`src/rtl/audio_pkg.sv`:
```
// rtl/audio_pkg.sv - shared state encoding, mode constants and saturating add for audio_frame_buffer
package audio_pkg;

    typedef enum logic [1:0] {
        ST_IDLE  = 2'd0,
        ST_PRIME = 2'd1,
        ST_RUN   = 2'd2,
        ST_DRAIN = 2'd3
    } state_t;

    localparam logic MODE_RECORD = 1'b0;
    localparam logic MODE_PLAY   = 1'b1;

    // Signed saturating add of two width-bit two's-complement values held in the LSBs.
    function automatic logic [31:0] sat_add(input logic [31:0] a, input logic [31:0] b, input int width);
        longint span;
        longint mx;
        longint mn;
        longint sa;
        longint sb;
        longint s;
        span = longint'(1) <<< width;
        mx   = (longint'(1) <<< (width - 1)) - longint'(1);
        mn   = -mx - longint'(1);
        sa   = longint'({32'd0, a}) & (span - longint'(1));
        sb   = longint'({32'd0, b}) & (span - longint'(1));
        if (sa > mx) sa = sa - span;
        if (sb > mx) sb = sb - span;
        s = sa + sb;
        if (s > mx) s = mx;
        if (s < mn) s = mn;
        return s[31:0];
    endfunction

endpackage

```
`src/rtl/sync_fifo.sv`:
```
// rtl/sync_fifo.sv - first-word-fall-through synchronous FIFO with flush and occupancy count
module sync_fifo #(
    parameter int WIDTH = 64,
    parameter int DEPTH = 16
) (
    input  logic                       clk,
    input  logic                       rst,
    input  logic                       flush,
    input  logic                       push,
    input  logic [WIDTH-1:0]           push_data,
    input  logic                       pop,
    output logic [WIDTH-1:0]           head,
    output logic                       full,
    output logic                       empty,
    output logic [$clog2(DEPTH+1)-1:0] count
);

    localparam int AW = $clog2(DEPTH);
    localparam int CW = $clog2(DEPTH + 1);
    localparam logic [CW-1:0] FULL_CNT = CW'(DEPTH);

    logic [WIDTH-1:0] mem [DEPTH];
    logic [AW-1:0]    wr_ptr;
    logic [AW-1:0]    rd_ptr;
    logic [CW-1:0]    cnt;
    logic             do_push;
    logic             do_pop;

    // A push into a full FIFO is legal when the head leaves on the same edge.
    assign do_pop  = pop && !empty;
    assign do_push = push && (!full || do_pop);
    assign full    = (cnt == FULL_CNT);
    assign empty   = (cnt == '0);
    assign count   = cnt;
    assign head    = mem[rd_ptr];

    always_ff @(posedge clk) begin
        if (do_push && !rst && !flush) begin
            mem[wr_ptr] <= push_data;
        end
    end

    always_ff @(posedge clk) begin
        if (rst || flush) begin
            wr_ptr <= '0;
            rd_ptr <= '0;
            cnt    <= '0;
        end else begin
            if (do_push) wr_ptr <= wr_ptr + 1'b1;
            if (do_pop)  rd_ptr <= rd_ptr + 1'b1;
            if (do_push && !do_pop) begin
                cnt <= cnt + 1'b1;
            end else if (!do_push && do_pop) begin
                cnt <= cnt - 1'b1;
            end
        end
    end

endmodule

```
`src/rtl/audio_frame_buffer.sv`:
```
// rtl/audio_frame_buffer.sv - I2S frame <-> DDR burst bridge; OVERDUB_EN mixes live input into playback
module audio_frame_buffer
    import audio_pkg::*;
#(
    parameter int SAMPLE_W  = 24,
    parameter int CH_COUNT  = 2,
    parameter int MEM_W     = 64,
    parameter int DEPTH     = 16,
    parameter int BURST_LEN = 8
) (
    input  logic                          clk,
    input  logic                          rst,
    input  logic                          enable,
    input  logic                          mode,
    input  logic                          lrclk,
    input  logic [CH_COUNT*SAMPLE_W-1:0]  adc_data,
    output logic [CH_COUNT*SAMPLE_W-1:0]  dac_data,
    output logic [MEM_W-1:0]              mem_wr_data,
    output logic                          mem_wr_valid,
    input  logic                          mem_wr_ready,
    input  logic [MEM_W-1:0]              mem_rd_data,
    input  logic                          mem_rd_valid,
    output logic                          mem_rd_ready,
    output logic                          burst_req,
    output logic [$clog2(DEPTH+1)-1:0]    fill_level,
    output logic                          overflow,
    output logic                          underflow
);

    localparam int DW = CH_COUNT * SAMPLE_W;
    localparam int CW = $clog2(DEPTH + 1);
    localparam logic [CW-1:0] BURST_CNT = CW'(BURST_LEN);
    localparam logic [CW-1:0] ROOM_CNT  = CW'(DEPTH - BURST_LEN);
    localparam logic [CW-1:0] ONE_CNT   = CW'(1);

    if (DW > MEM_W) begin : g_width_check
        $error("audio_frame_buffer: CH_COUNT*SAMPLE_W exceeds MEM_W");
    end
    if ((DEPTH & (DEPTH - 1)) != 0 || DEPTH < 2 * BURST_LEN) begin : g_depth_check
        $error("audio_frame_buffer: DEPTH must be a power of two and >= 2*BURST_LEN");
    end

    state_t          state;
    logic            mode_q;
    logic            lr_s1, lr_s2, lr_s3, strobe;
    logic            fifo_full, fifo_empty, fifo_push, fifo_pop, fifo_flush;
    logic [MEM_W-1:0] fifo_head, push_data;
    logic [CW-1:0]   fifo_count;
    logic            is_rec, pop_wr, push_rec, push_play, pop_play;
    logic [DW-1:0]   play_word, starve_word;

    always_ff @(posedge clk) begin
        if (rst) begin
            lr_s1  <= 1'b0;
            lr_s2  <= 1'b0;
            lr_s3  <= 1'b0;
            strobe <= 1'b0;
        end else begin
            lr_s1  <= lrclk;
            lr_s2  <= lr_s1;
            lr_s3  <= lr_s2;
            strobe <= lr_s2 && !lr_s3;
        end
    end

    assign is_rec       = (mode_q == MODE_RECORD);
    assign mem_wr_valid = is_rec && (state == ST_RUN || state == ST_DRAIN) && !fifo_empty;
    assign mem_wr_data  = mem_wr_valid ? fifo_head : '0;
    assign pop_wr       = mem_wr_valid && mem_wr_ready;
    assign push_rec     = is_rec && (state == ST_RUN) && strobe && (!fifo_full || pop_wr);
    assign mem_rd_ready = !is_rec && (state == ST_PRIME || state == ST_RUN) && !fifo_full;
    assign push_play    = mem_rd_ready && mem_rd_valid;
    assign pop_play     = !is_rec && (state == ST_RUN) && enable && strobe && !fifo_empty;
    assign fifo_flush   = !is_rec && (state == ST_PRIME || state == ST_RUN) && !enable;
    assign fifo_push    = push_rec || push_play;
    assign fifo_pop     = pop_wr || pop_play;
    assign push_data    = is_rec ? MEM_W'(adc_data) : mem_rd_data;
    assign fill_level   = fifo_count;

    always_comb begin
        burst_req = 1'b0;
        case (state)
            ST_PRIME: burst_req = !is_rec && (fifo_count <= ROOM_CNT);
            ST_RUN:   burst_req = is_rec ? (fifo_count >= BURST_CNT) : (fifo_count <= ROOM_CNT);
            ST_DRAIN: burst_req = is_rec && (fifo_count != '0);
            default:  burst_req = 1'b0;
        endcase
    end

`ifdef OVERDUB_EN
    logic [31:0] mix_tmp;
    always_comb begin
        play_word = '0;
        mix_tmp   = '0;
        for (int ch = 0; ch < CH_COUNT; ch++) begin
            mix_tmp = sat_add(32'(fifo_head[ch*SAMPLE_W +: SAMPLE_W]),
                              32'(adc_data[ch*SAMPLE_W +: SAMPLE_W]), SAMPLE_W);
            play_word[ch*SAMPLE_W +: SAMPLE_W] = mix_tmp[SAMPLE_W-1:0];
        end
    end
    assign starve_word = adc_data;
`else
    assign play_word   = fifo_head[DW-1:0];
    assign starve_word = '0;
`endif

    sync_fifo #(.WIDTH(MEM_W), .DEPTH(DEPTH)) u_fifo (
        .clk       (clk),
        .rst       (rst),
        .flush     (fifo_flush),
        .push      (fifo_push),
        .push_data (push_data),
        .pop       (fifo_pop),
        .head      (fifo_head),
        .full      (fifo_full),
        .empty     (fifo_empty),
        .count     (fifo_count)
    );

    always_ff @(posedge clk) begin
        if (rst) begin
            state     <= ST_IDLE;
            mode_q    <= MODE_RECORD;
            dac_data  <= '0;
            overflow  <= 1'b0;
            underflow <= 1'b0;
        end else begin
            case (state)
                ST_IDLE: begin
                    dac_data <= '0;
                    if (enable) begin
                        mode_q    <= mode;
                        overflow  <= 1'b0;
                        underflow <= 1'b0;
                        state     <= (mode == MODE_PLAY) ? ST_PRIME : ST_RUN;
                    end
                end
                ST_PRIME: begin
                    dac_data <= '0;
                    if (!enable) begin
                        state <= ST_IDLE;
                    end else if (fifo_count >= BURST_CNT) begin
                        state <= ST_RUN;
                    end
                end
                ST_RUN: begin
                    if (is_rec) begin
                        if (strobe && fifo_full && !pop_wr) overflow <= 1'b1;
                        if (!enable) state <= ST_DRAIN;
                    end else if (!enable) begin
                        state    <= ST_IDLE;
                        dac_data <= '0;
                    end else if (strobe) begin
                        if (fifo_empty) begin
                            dac_data  <= starve_word;
                            underflow <= 1'b1;
                        end else begin
                            dac_data <= play_word;
                        end
                    end
                end
                ST_DRAIN: begin
                    // Leave on the edge that removes the last word.
                    if (fifo_empty || (fifo_count == ONE_CNT && pop_wr)) state <= ST_IDLE;
                end
                default: state <= ST_IDLE;
            endcase
        end
    end

endmodule

```
`config.mk`:
```
export PLATFORM = sky130hd
export DESIGN_NAME = audio_frame_buffer
export DESIGN_NICKNAME = d
export VERILOG_FILES = /design/src/rtl/audio_pkg.sv /design/src/rtl/sync_fifo.sv /design/src/rtl/audio_frame_buffer.sv
export SDC_FILE = /design/constraint.sdc
export NUM_CORES = 1
export LEC_CHECK = 0
export BUFFER_PORTS_ARGS = -buffer_cell sky130_fd_sc_hd__buf_2
export CORE_MARGIN = 4
export CORE_UTILIZATION = 25
export CTS_CLUSTER_SIZE = 20
export DETAILED_ROUTE_END_ITERATION = 8
export PLACE_DENSITY = 0.39
export SLEW_MARGIN = 30
export SYNTH_ARGS = -nofsm -noshare
export SYNTH_HDL_FRONTEND = slang
export SYNTH_SLANG_ARGS = --single-unit
```
`constraint.sdc`:
```
create_clock -name clk -period 11.83 [get_ports clk]
set_input_delay 1.183 -clock clk [delete_from_list [all_inputs] [get_ports clk]]
set_output_delay 1.183 -clock clk [all_outputs]
set_load 0.05 [all_outputs]
```
==> results of run 1 <==
==> worst register-to-register path, stage by stage, from the launching register on <==
cell and delay, ns:
dfxtp_4 0.58, buf_6 0.66, nand3_1 0.23, a2bb2oi_1 0.21, a21o_1 0.48, nor4_2 0.38, buf_4 0.56, buf_4 0.90
==> where the power goes <==
part	total, mW	leakage, nW	internal (mW)	switching (mW)
Clock	3.86	1.98	2.24	1.62
Sequential	4.36	9.86	4.34	0.0227
Combinational	0.571	4.51	0.156	0.414
Total	8.79	16.4	6.74	2.05
==> state kept, by name, summed over array words and instances (netlist names), named ones only <==
signal / cells
u_fifo.rd_ptr: 4
u_fifo.wr_ptr: 4
strobe: 1
state: 2
lr_s2: 1
lr_s3: 1
underflow: 1
overflow: 1
u_fifo.mem: 1024
dac_data: 48
lr_s1: 1
mode_q: 1
u_fifo.count: 5
==> per-layer routing <==
metal / vias up / track usage
met5: - / 0
met4: 2 / 0.0367
met3: 143 / 0.0258
met2: 444 / 0.230
met1: 11488 / 0.181
li1: 9201 / -
==> path summary, 6_finish.rpt <==
path,depth (start not counted),end
hold reg to reg,1,strobe
setup / recovery,8,mem_wr_data[8]
hold / removal,1,strobe
setup reg to reg,7,u_fifo.mem[4][0]
==> through the flow <==
step,util,cells
2_1_floorplan,-,2065
3_3_place_gp,0.275,4538
3_5_place_dp,0.275,4541
4_1_cts,0.299,4772
5_1_grt,0.300,4775
6_report,0.300,4777
==> layout make-up <==
class                           instances  area share
Clock inverter                         58      0.0116
Sequential cell                      1098       0.625
Antenna cell                            2   0.0000970
Multi-Input combinational cell        827       0.203
Timing Repair Buffer                  295      0.0348
Tap cell                             2310      0.0560
Inverter                               14     0.00107
Clock buffer                          173      0.0682
==> kinds of logic after synthesis <==
family	count (synthesis)	share of synthesized area
buffers and inverters	140	0.0187
XOR/XNOR	4	0.000808
AO/OA/AOI/OAI	170	0.0274
multiplexers	470	0.185
flip-flops	1098	0.743
adder cells (fa/ha/maj)	14	0.00404
AND/OR/NAND/NOR	169	0.0212
==> cell usage in the layout (no fill, tap or decap), types with 37 or more instances in the layout <==
cell type  instances
buf_2            240
nor2_1            61
mux2_2            97
clkbuf_1          37
o22ai_1           49
dfxtp_1           69
edfxtp_1        1024
mux2i_1          117
a21o_1            49
mux4_2           256
clkbuf_16        134
==> impl_results.md, run 1 <==
- Post-CTS Setup Bufs: 0
- Largest net degree at the start of global routing: 126
- Synth Net Count: 2198
- Worst hold path class: reg -> reg
- Share of layout cells above drive strength 1: 0.345
- Dpl hpwl: 64100 um
- Dpl cell area: 47400 um^2
- Register area share after synthesis: 0.743
- Cell area after synthesis: 43400 um^2
- Critical Path Slowest Stage Cell: dfxtp_4
- Post-Syn Area per Cell: 21.0 um^2
- Count leader, synth: edfxtp_1
- Final total power: 8.79 mW
- Crit Path Category: reg -> out
- RSZ-0062 raised after global routing: false
- Drt drc: 0
- Final worst setup slack: 5.97 ns
- Slew HR: 0.349
- Initial core utilization: 0.252
- Design area: 51600 um^2
- Die Wd: 425 um
- Leak: 16.4 nW
- Critical path capture point type: primary output
- CTS Buf Count: 133
- Max layer used: met5
- Register area: 32200 um^2
- Yosys top cell by area: edfxtp_1
- EDFF count, synth: 1024
- Setup_tns: 0 ns
- Worst setup SP type: flop
- Max-slew violations: 0
- Wl on met1: 55200 um
- Clock buffer depth: 3
- DIE AREA: 180000 um^2
- Final setup viols: 0
- Main synth FF type: edfxtp_1
- Final worst-path cycle share: 0.496
- Multi-input logic area: 10500 um^2
- Final net count: 2502
- Hold Crit Start: lr_s3
- Post-synth top area share: 0.709
- Crit path buffers/inverters: 4
- Ys async rst share: 0
- Met2 routed WL: 61000 um
- Max Fclk: 171 MHz
- CTS Root Cell: clkbuf_16
- Synthesized instance count: 2065
- Routed WL: 124000 um
- Req. time, crit path: 10.65 ns
- Routed wl met3: 4890 um
- Ys Warns: 0
- Via-to-Cell Ratio: 4.45
- # port buffers: 240
- First-pass GRT wire length: 175000 um
- Drt first pass iters: 4
- CTS H-tree depth: 4
- PostCTS Resize Cnt: 0
- Critical path fanouts, max: 92
- # IOs: 241
- Yosys cell types: 56
- Gr ovfl total: 0
- Clock sink count: 1098
- Routed len/inst: 25.9 um
- Hold-fix buffers, CTS: 0
- PwrDens: 170 nW/um^2
- Pin slew with the least headroom to its limit: 0.976 ns
- Antenna Nets Post-Route: 0
- CTS tree: built
- Commonest cells in the netlist: edfxtp_1, mux4_2, mux2i_1, mux2_2, dfxtp_1
- Critical-path cell list: buf_12 -> buf_16 -> buf_6 -> mux4_2 -> mux2i_1 -> mux2_2 -> nor2_1 -> buf_2
- Min Tclk post-route: 5.86 ns
- Row cnt: 152
- Worst vdd ir: 0.000153 V
- Status: finished, final reports clean
- Core Area: 172000 um^2
- #FFs+latches synth: 1098
- Post-Route Skew: 0.0305 ns
- Critical Path Max Stage Delay: 0.84 ns
- Clock Latency Late Sink: 0.77 ns
- CP delay by family, top: buffers and inverters
- Critical path arrival: 4.68 ns
- Pre-CTS WS: 6.69 ns
- Filler cell count in the final layout: 16742
- Final hold violation count: 0
- Initial antenna violation count: 6
- Overall global routing resource usage: 0.137
- Die H: 425 um
- Reg2reg setup slack: 7.37 ns
- Routability cong.: 0.689
- Min Hold Slack: 0.384 ns
- Largest cells by area after synthesis: edfxtp_1, mux4_2, dfxtp_1, mux2i_1, mux2_2
- Vias in the first global route: 23215
- Max-Cap Viols: 0
- DR iter-0 viols: 1540
- FF-to-FF Start: mode_q
- Via count: 21278
- Layout Area Growth over Synthesis: 18.9%
- Clk slew on worst S/H paths: 0.06 ns
No activity file was read; power rests on OpenSTA's default activity.
==> run 2: changes to the inputs <==
--- a/config.mk
+++ b/config.mk
@@ -10,7 +10,7 @@
 export CORE_UTILIZATION = 25
 export CTS_CLUSTER_SIZE = 20
 export DETAILED_ROUTE_END_ITERATION = 8
-export PLACE_DENSITY = 0.39
+export PLACE_DENSITY = 0.41
 export SLEW_MARGIN = 30
 export SYNTH_ARGS = -nofsm -noshare
 export SYNTH_HDL_FRONTEND = slang
==> constraint.sdc (replaced) <==
create_clock -name clk -period 5.3 [get_ports clk]
set_input_delay 0.53 -clock clk [delete_from_list [all_inputs] [get_ports clk]]
set_output_delay 0.53 -clock clk [all_outputs]
set_load 0.05 [all_outputs]
==> impl_results.md, run 2 (synthesis results as in run 1) <==
- Layout Area Growth over Synthesis: 19.7%
- Max FFs per register: 1024
- Antenna Nets Post-Route: 0
- Logic pwr share: 0.065
- Sw Ratio: 0.228
- Critical path fanouts, max: 36
- Via count: 21022
- Clock sink count: 1098
- Final total power: 19.8 mW
- Clock buffer depth: 3
- Critical path arrival: 3.85 ns
- Overall global routing resource usage: 0.125
- Worst setup SP type: flop
- Via-to-Cell Ratio: 4.40
- Sequential Power Share: 0.492
- Dpl cell area: 47700 um^2
- Clk slew on worst S/H paths: 0.06 ns
- Post-CTS Setup Bufs: 0
- Share of layout cells above drive strength 1: 0.350
- Die Wd: 425 um
- Req. time, crit path: 4.77 ns
- Gr ovfl total: 0
- Drt drc: 0
- Status: finished, final reports clean
- Max-Cap Viols: 0
- Dpl hpwl: 63200 um
- Setup_tns: 0 ns
- DR iter-0 viols: 1418
- Final net count: 2496
- Routed WL: 114000 um
- # IOs: 241
- Max Fclk: 228 MHz
- # port buffers: 240
- Cell count after placement: 4540
- Vias in the first global route: 23279
- CTS tree: built
- CP delay by family, top: flip-flops
- First-pass GRT wire length: 164000 um
- Worst vdd ir: 0.000244 V
- Clock share of power: 0.443
- Design area: 51900 um^2
- Critical path capture point type: primary output
- Routed len/inst: 23.8 um
- Switch Pwr: 4.50 mW
- CTS Buf Count: 130
- CTS Root Cell: clkbuf_16
- Pint: 15.3 mW
- Row cnt: 152
- Core Area: 172000 um^2
- PwrDens: 381 nW/um^2
- Pin slew with the least headroom to its limit: 1.04 ns
- PostCTS Resize Cnt: 0
- Crit Path Category: reg -> out
- Slew HR: 0.303
- Worst hold path class: in -> reg
- Final core utilization: 0.302
- CTS H-tree depth: 4
- Leak: 16.5 nW
- Biggest register: u_fifo.mem
- Commonest cells after routing, fill and taps aside: edfxtp_1, mux4_2, buf_2
- DIE AREA: 180000 um^2
- Final worst-path cycle share: 0.826
- Die H: 425 um
- Initial core utilization: 0.252
- Post-Route Skew: 0.0202 ns
- Critical-path cell list: buf_4 -> mux4_2 -> nor2b_1 -> a211oi_1 -> a211oi_1 -> buf_2
- Largest net degree at the start of global routing: 81
- Min Tclk post-route: 4.38 ns
- Initial antenna violation count: 9
- Most common cell after layout, fill and taps aside: edfxtp_1
- Routability cong.: 0.706
- Max-slew violations: 0
- Clock Latency Late Sink: 0.74 ns
- Drt first pass iters: 5
- Crit path buffers/inverters: 2
- Final setup viols: 0
- CP most frequent cell: a211oi_1
- Non-filler cells, final: 4777
- RSZ-0062 raised after global routing: false
- Final hold violation count: 0
- Critical Path Slowest Stage Cell: dfxtp_4
- Critical Path Max Stage Delay: 0.89 ns
[run 2: per-layer routing]
layer / routed length [um] / share of wire / global-route usage / vias to the layer above
met5: 41 / 0.00036 / 0 / -
met3: 4360 / 0.038 / 0.0237 / 149
met1: 48500 / 0.43 / 0.157 / 11236
li1: - / - / - / 9207
met2: 58400 / 0.51 / 0.220 / 424
met4: 2350 / 0.021 / 0.0359 / 6
[run 2: tightest hold or removal path, cell delays in order]
cell	delay, ns
buf_2	0.13
nand3_1	0.07
a21oi_1	0.06
[run 2: final timing paths]
kind	start	endpoint	slack [ns]	cells after the start
max	flop	mem_wr_data[58]	0.92	6
min	mode	mode_q	0.11	3
max reg2reg	u_fifo.count[0]	u_fifo.count[4]	1.49	11
min reg2reg	lr_s3	strobe	0.38	1
[run 2: final cells by class]
type | count | area [um^2]
Antenna cell | 4 | 10.0
Clock buffer | 167 | 3490
Clock inverter | 65 | 706
Fill cell | 16725 | 120000
Inverter | 14 | 55.1
Multi-Input combinational cell | 827 | 10600
Sequential cell | 1098 | 32200
Tap cell | 2310 | 2890
Timing Repair Buffer | 292 | 1880
[run 2: through the flow]
stage | hold slack, ns | setup slack, ns
floorplan | 0.367 | -0.764
global placement | 0.373 | 1.49
detailed placement | 0.379 | 1.38
CTS | 0.0290 | 0.672
global route | 0.0715 | 0.603
finish | 0.114 | 0.923
[run 2: what timing repair did]
action | 4_1_cts | 5_1_grt
endpoints found under the hold margin | 1 | 0
hold buffers | 1 | 0
setup endpoints to repair | 0 | 0
[run 2: power groups by stage]
stage	registers (mW)	clock network [mW]	logic, mW
global placement	9.91	0	1.28
CTS	9.74	9.05	1.32
detailed placement	9.92	0	1.32
finish	9.74	8.76	1.29
global route	9.74	9.42	1.40
floorplan	9.90	0	0.851
==> run 3: changes to the inputs <==
--- a/config.mk
+++ b/config.mk
@@ -5,12 +5,13 @@
 export SDC_FILE = /design/constraint.sdc
 export NUM_CORES = 1
 export LEC_CHECK = 0
+export ABC_AREA = 1
 export BUFFER_PORTS_ARGS = -buffer_cell sky130_fd_sc_hd__buf_2
 export CORE_MARGIN = 4
 export CORE_UTILIZATION = 25
 export CTS_CLUSTER_SIZE = 20
 export DETAILED_ROUTE_END_ITERATION = 8
-export PLACE_DENSITY = 0.41
+export PLACE_DENSITY = 0.39
 export SLEW_MARGIN = 30
 export SYNTH_ARGS = -nofsm -noshare
 export SYNTH_HDL_FRONTEND = slang
==> constraint.sdc (replaced) <==
create_clock -name clk -period 4.4 [get_ports clk]
set_input_delay 0.44 -clock clk [delete_from_list [all_inputs] [get_ports clk]]
set_output_delay 0.44 -clock clk [all_outputs]
set_load 0.05 [all_outputs]
==> impl_results.md, run 3 <==
- Req. time, crit path: 3.96 ns
- Post-synth top area share: 0.654
- Reg2reg setup slack: 1.17 ns
- FF-to-FF Start: state[0]
- Pin slew with the least headroom to its limit: 0.957 ns
- Max Fclk: 242 MHz
- Commonest cells after routing, fill and taps aside: nand2_1, edfxtp_1, nand3_1
- Core Area: 186000 um^2
- Slew HR: 0.362
- # port buffers: 240
- Post-CTS Setup Bufs: 0
- Routed WL: 150000 um
- Routed len/inst: 20.5 um
- Hold Path Cell Cnt: 5
- Drt drc: 0
- CTS H-tree depth: 4
- Status: finished, final reports clean
- Cell area after synthesis: 47000 um^2
- DIE AREA: 195000 um^2
- Overall global routing resource usage: 0.152
- Die H: 442 um
- Worst setup SP type: flop
- Clock sink count: 1098
- Max FFs per register: 1024
- Routability cong.: 0.720
- Most common cell after layout, fill and taps aside: nand2_1
- Vias in the first global route: 30833
- Largest net degree at the start of global routing: 181
- DR iter-0 viols: 2255
- Register area share after synthesis: 0.686
- Filler cell count in the final layout: 19254
- CTS Root Cell: clkbuf_16
- Clk slew on worst S/H paths: 0.06 ns
- Layout Area Growth over Synthesis: 17.8%
- Via count: 31564
- Main synth FF type: edfxtp_1
- Min Tclk post-route: 4.13 ns
- Row cnt: 158
- Critical path fanouts, max: 180
- Ys async rst share: 0
- Synthesized instance count: 4500
- Initial antenna violation count: 11
- Clock buffer depth: 3
- CTS Buf Count: 135
- EDFF count, synth: 1024
- Synth Net Count: 4633
- #FFs+latches synth: 1098
- Commonest cells in the netlist: nand2_1, edfxtp_1, inv_1, nand3_1, nor2_1
- Via-to-Cell Ratio: 4.33
- # IOs: 241
- Critical path arrival: 3.69 ns
- Setup_tns: 0 ns
- Biggest register: u_fifo.mem
- Worst hold path class: in -> reg
- Adder-Cell Fraction of Synth Area: 0.00373
- Final hold violation count: 0
- Max-Cap Viols: 0
- Largest cells by area after synthesis: edfxtp_1, nand2_1, nand3_1, inv_1, dfxtp_1
- Initial core utilization: 0.252
- Dpl hpwl: 78400 um
- Final net count: 4843
- CTS tree: built
- Count leader, synth: nand2_1
- Critical path capture point type: primary output
- Worst vdd ir: 0.000423 V
- Final total power: 25.4 mW
- Gr ovfl total: 0
- Ys Warns: 0
- Clock Latency Late Sink: 0.77 ns
- Antenna Nets Post-Route: 0
- WHS Endpoint: u_fifo.wr_ptr[3]
- PostCTS Resize Cnt: 0
- Hold Crit Start: mem_rd_valid
- Max-slew violations: 0
- Die Wd: 442 um
- R2R cell count: 11
- Final setup viols: 0
- First-pass GRT wire length: 217000 um
- Yosys top cell by area: edfxtp_1
- Worst r2r dst: u_fifo.mem[3][19]
- RSZ-0062 raised after global routing: false
- Compound-cell area share of the yosys netlist: 0.0403
- Post-synthesis mux area share: 0
- Share of layout cells above drive strength 1: 0.111
- Drt first pass iters: 5
- Post-Route Skew: 0.0295 ns
- Crit Path Category: reg -> out
- Largest family of logic cells by synthesized area: simple AND/OR/NAND/NOR gates
- Post-Syn Area per Cell: 10.4 um^2
- Leak: 22.1 nW
- Yosys cell types: 33
- Simple-Gate Fraction of Synth Area: 0.190
- PwrDens: 459 nW/um^2
- Final worst-path cycle share: 0.940
- XOR/XNOR share of the synthesized area: 0.000745
## run 3: cell count changes after synthesis, sizes merged, moves of 64 or more
cell,delta
mux2,-97
a21oi,+115
nor2,+162
inv,+615
mux2i,-117
mux4,-256
o21ai,+133
nand2,+1290
buf,+64
nand3,+622
## run 3: report_power, final
group / internal [mW] / switching [mW] / total (mW) / leakage [nW]
Sequential: 11.8 / 0.0753 / 11.8 / 9.89
Clock: 6.42 / 4.44 / 10.9 / 2.08
Combinational: 0.579 / 2.14 / 2.72 / 10.2
## run 3: worst max-delay path by stage
stage	endpoint	startpoint	slack [ns]	cells after the start
floorplan	u_fifo.mem[0][0]	u_fifo.count[0]	-0.71	11
detailed placement	mem_wr_data[31]	flop	1.11	9
global route	mem_wr_data[18]	flop	0.06	9
finish	mem_wr_data[31]	flop	0.27	9
CTS	mem_wr_data[31]	flop	0.24	9
global placement	mem_wr_data[31]	flop	1.09	9
## run 3: worst max-delay path, stage by stage, from the launching register on
cell,delay (ns)
dfxtp_4,0.48
inv_16,0.56
buf_4,0.49
nand2_1,0.09
nand2_1,0.07
nand2_1,0.04
nand3_1,0.09
nand3_1,0.26
a21oi_1,0.26
buf_2,0.31
## run 3: per-stage QoR
stage | hold slack [ns] | setup WS (ns) | cells | cell area, um^2 | util
6_report | 0.180 | 0.265 | 7294 | 55400 | 0.297
3_5_place_dp | 0.386 | 1.11 | 7048 | 51100 | 0.274
4_1_cts | 0.101 | 0.243 | 7292 | 55400 | 0.297
2_1_floorplan | 0.373 | -0.705 | 4500 | 47000 | -
3_3_place_gp | 0.379 | 1.09 | 7047 | 51000 | 0.274
5_1_grt | 0.164 | 0.0554 | 7293 | 55400 | 0.297
## run 3: area by class of cell
| cell class | count | area, um^2 | share of cell area |
|---|---|---|---|
| clock inverter | 63 | 548 | 0.00990 |
| antenna | 2 | 5.00 | 0.0000904 |
| clock buffer | 176 | 3720 | 0.0672 |
| multi-input combinational | 2524 | 11200 | 0.202 |
| timing repair buffer | 322 | 2180 | 0.0393 |
| inverter | 629 | 2390 | 0.0432 |
| sequential | 1098 | 32200 | 0.582 |
| tap | 2480 | 3100 | 0.0560 |
## run 3: metal layers
| layer | wire length (um) | part of all wire | global-route usage | up-vias |
|---|---|---|---|---|
| met5 | 61 | 0.00041 | 0 | - |
| met4 | 4160 | 0.028 | 0.0445 | 8 |
| met3 | 6280 | 0.042 | 0.0284 | 207 |
| met2 | 71200 | 0.48 | 0.253 | 600 |
| met1 | 68100 | 0.45 | 0.201 | 15438 |
| li1 | - | - | - | 15311 |
## run 3: cell families after synthesis
group,Yosys count
AND/OR/NAND/NOR,2163
AO/OA/AOI/OAI,343
adder cells (fa/ha/maj),14
buffers and inverters,878
flip-flops,1098
XOR/XNOR,4
## run 3: timing repair
item	4_1_cts	5_1_grt
endpoints found under the hold margin	7	0
setup endpoints to repair	0	0
hold buffers	5	0
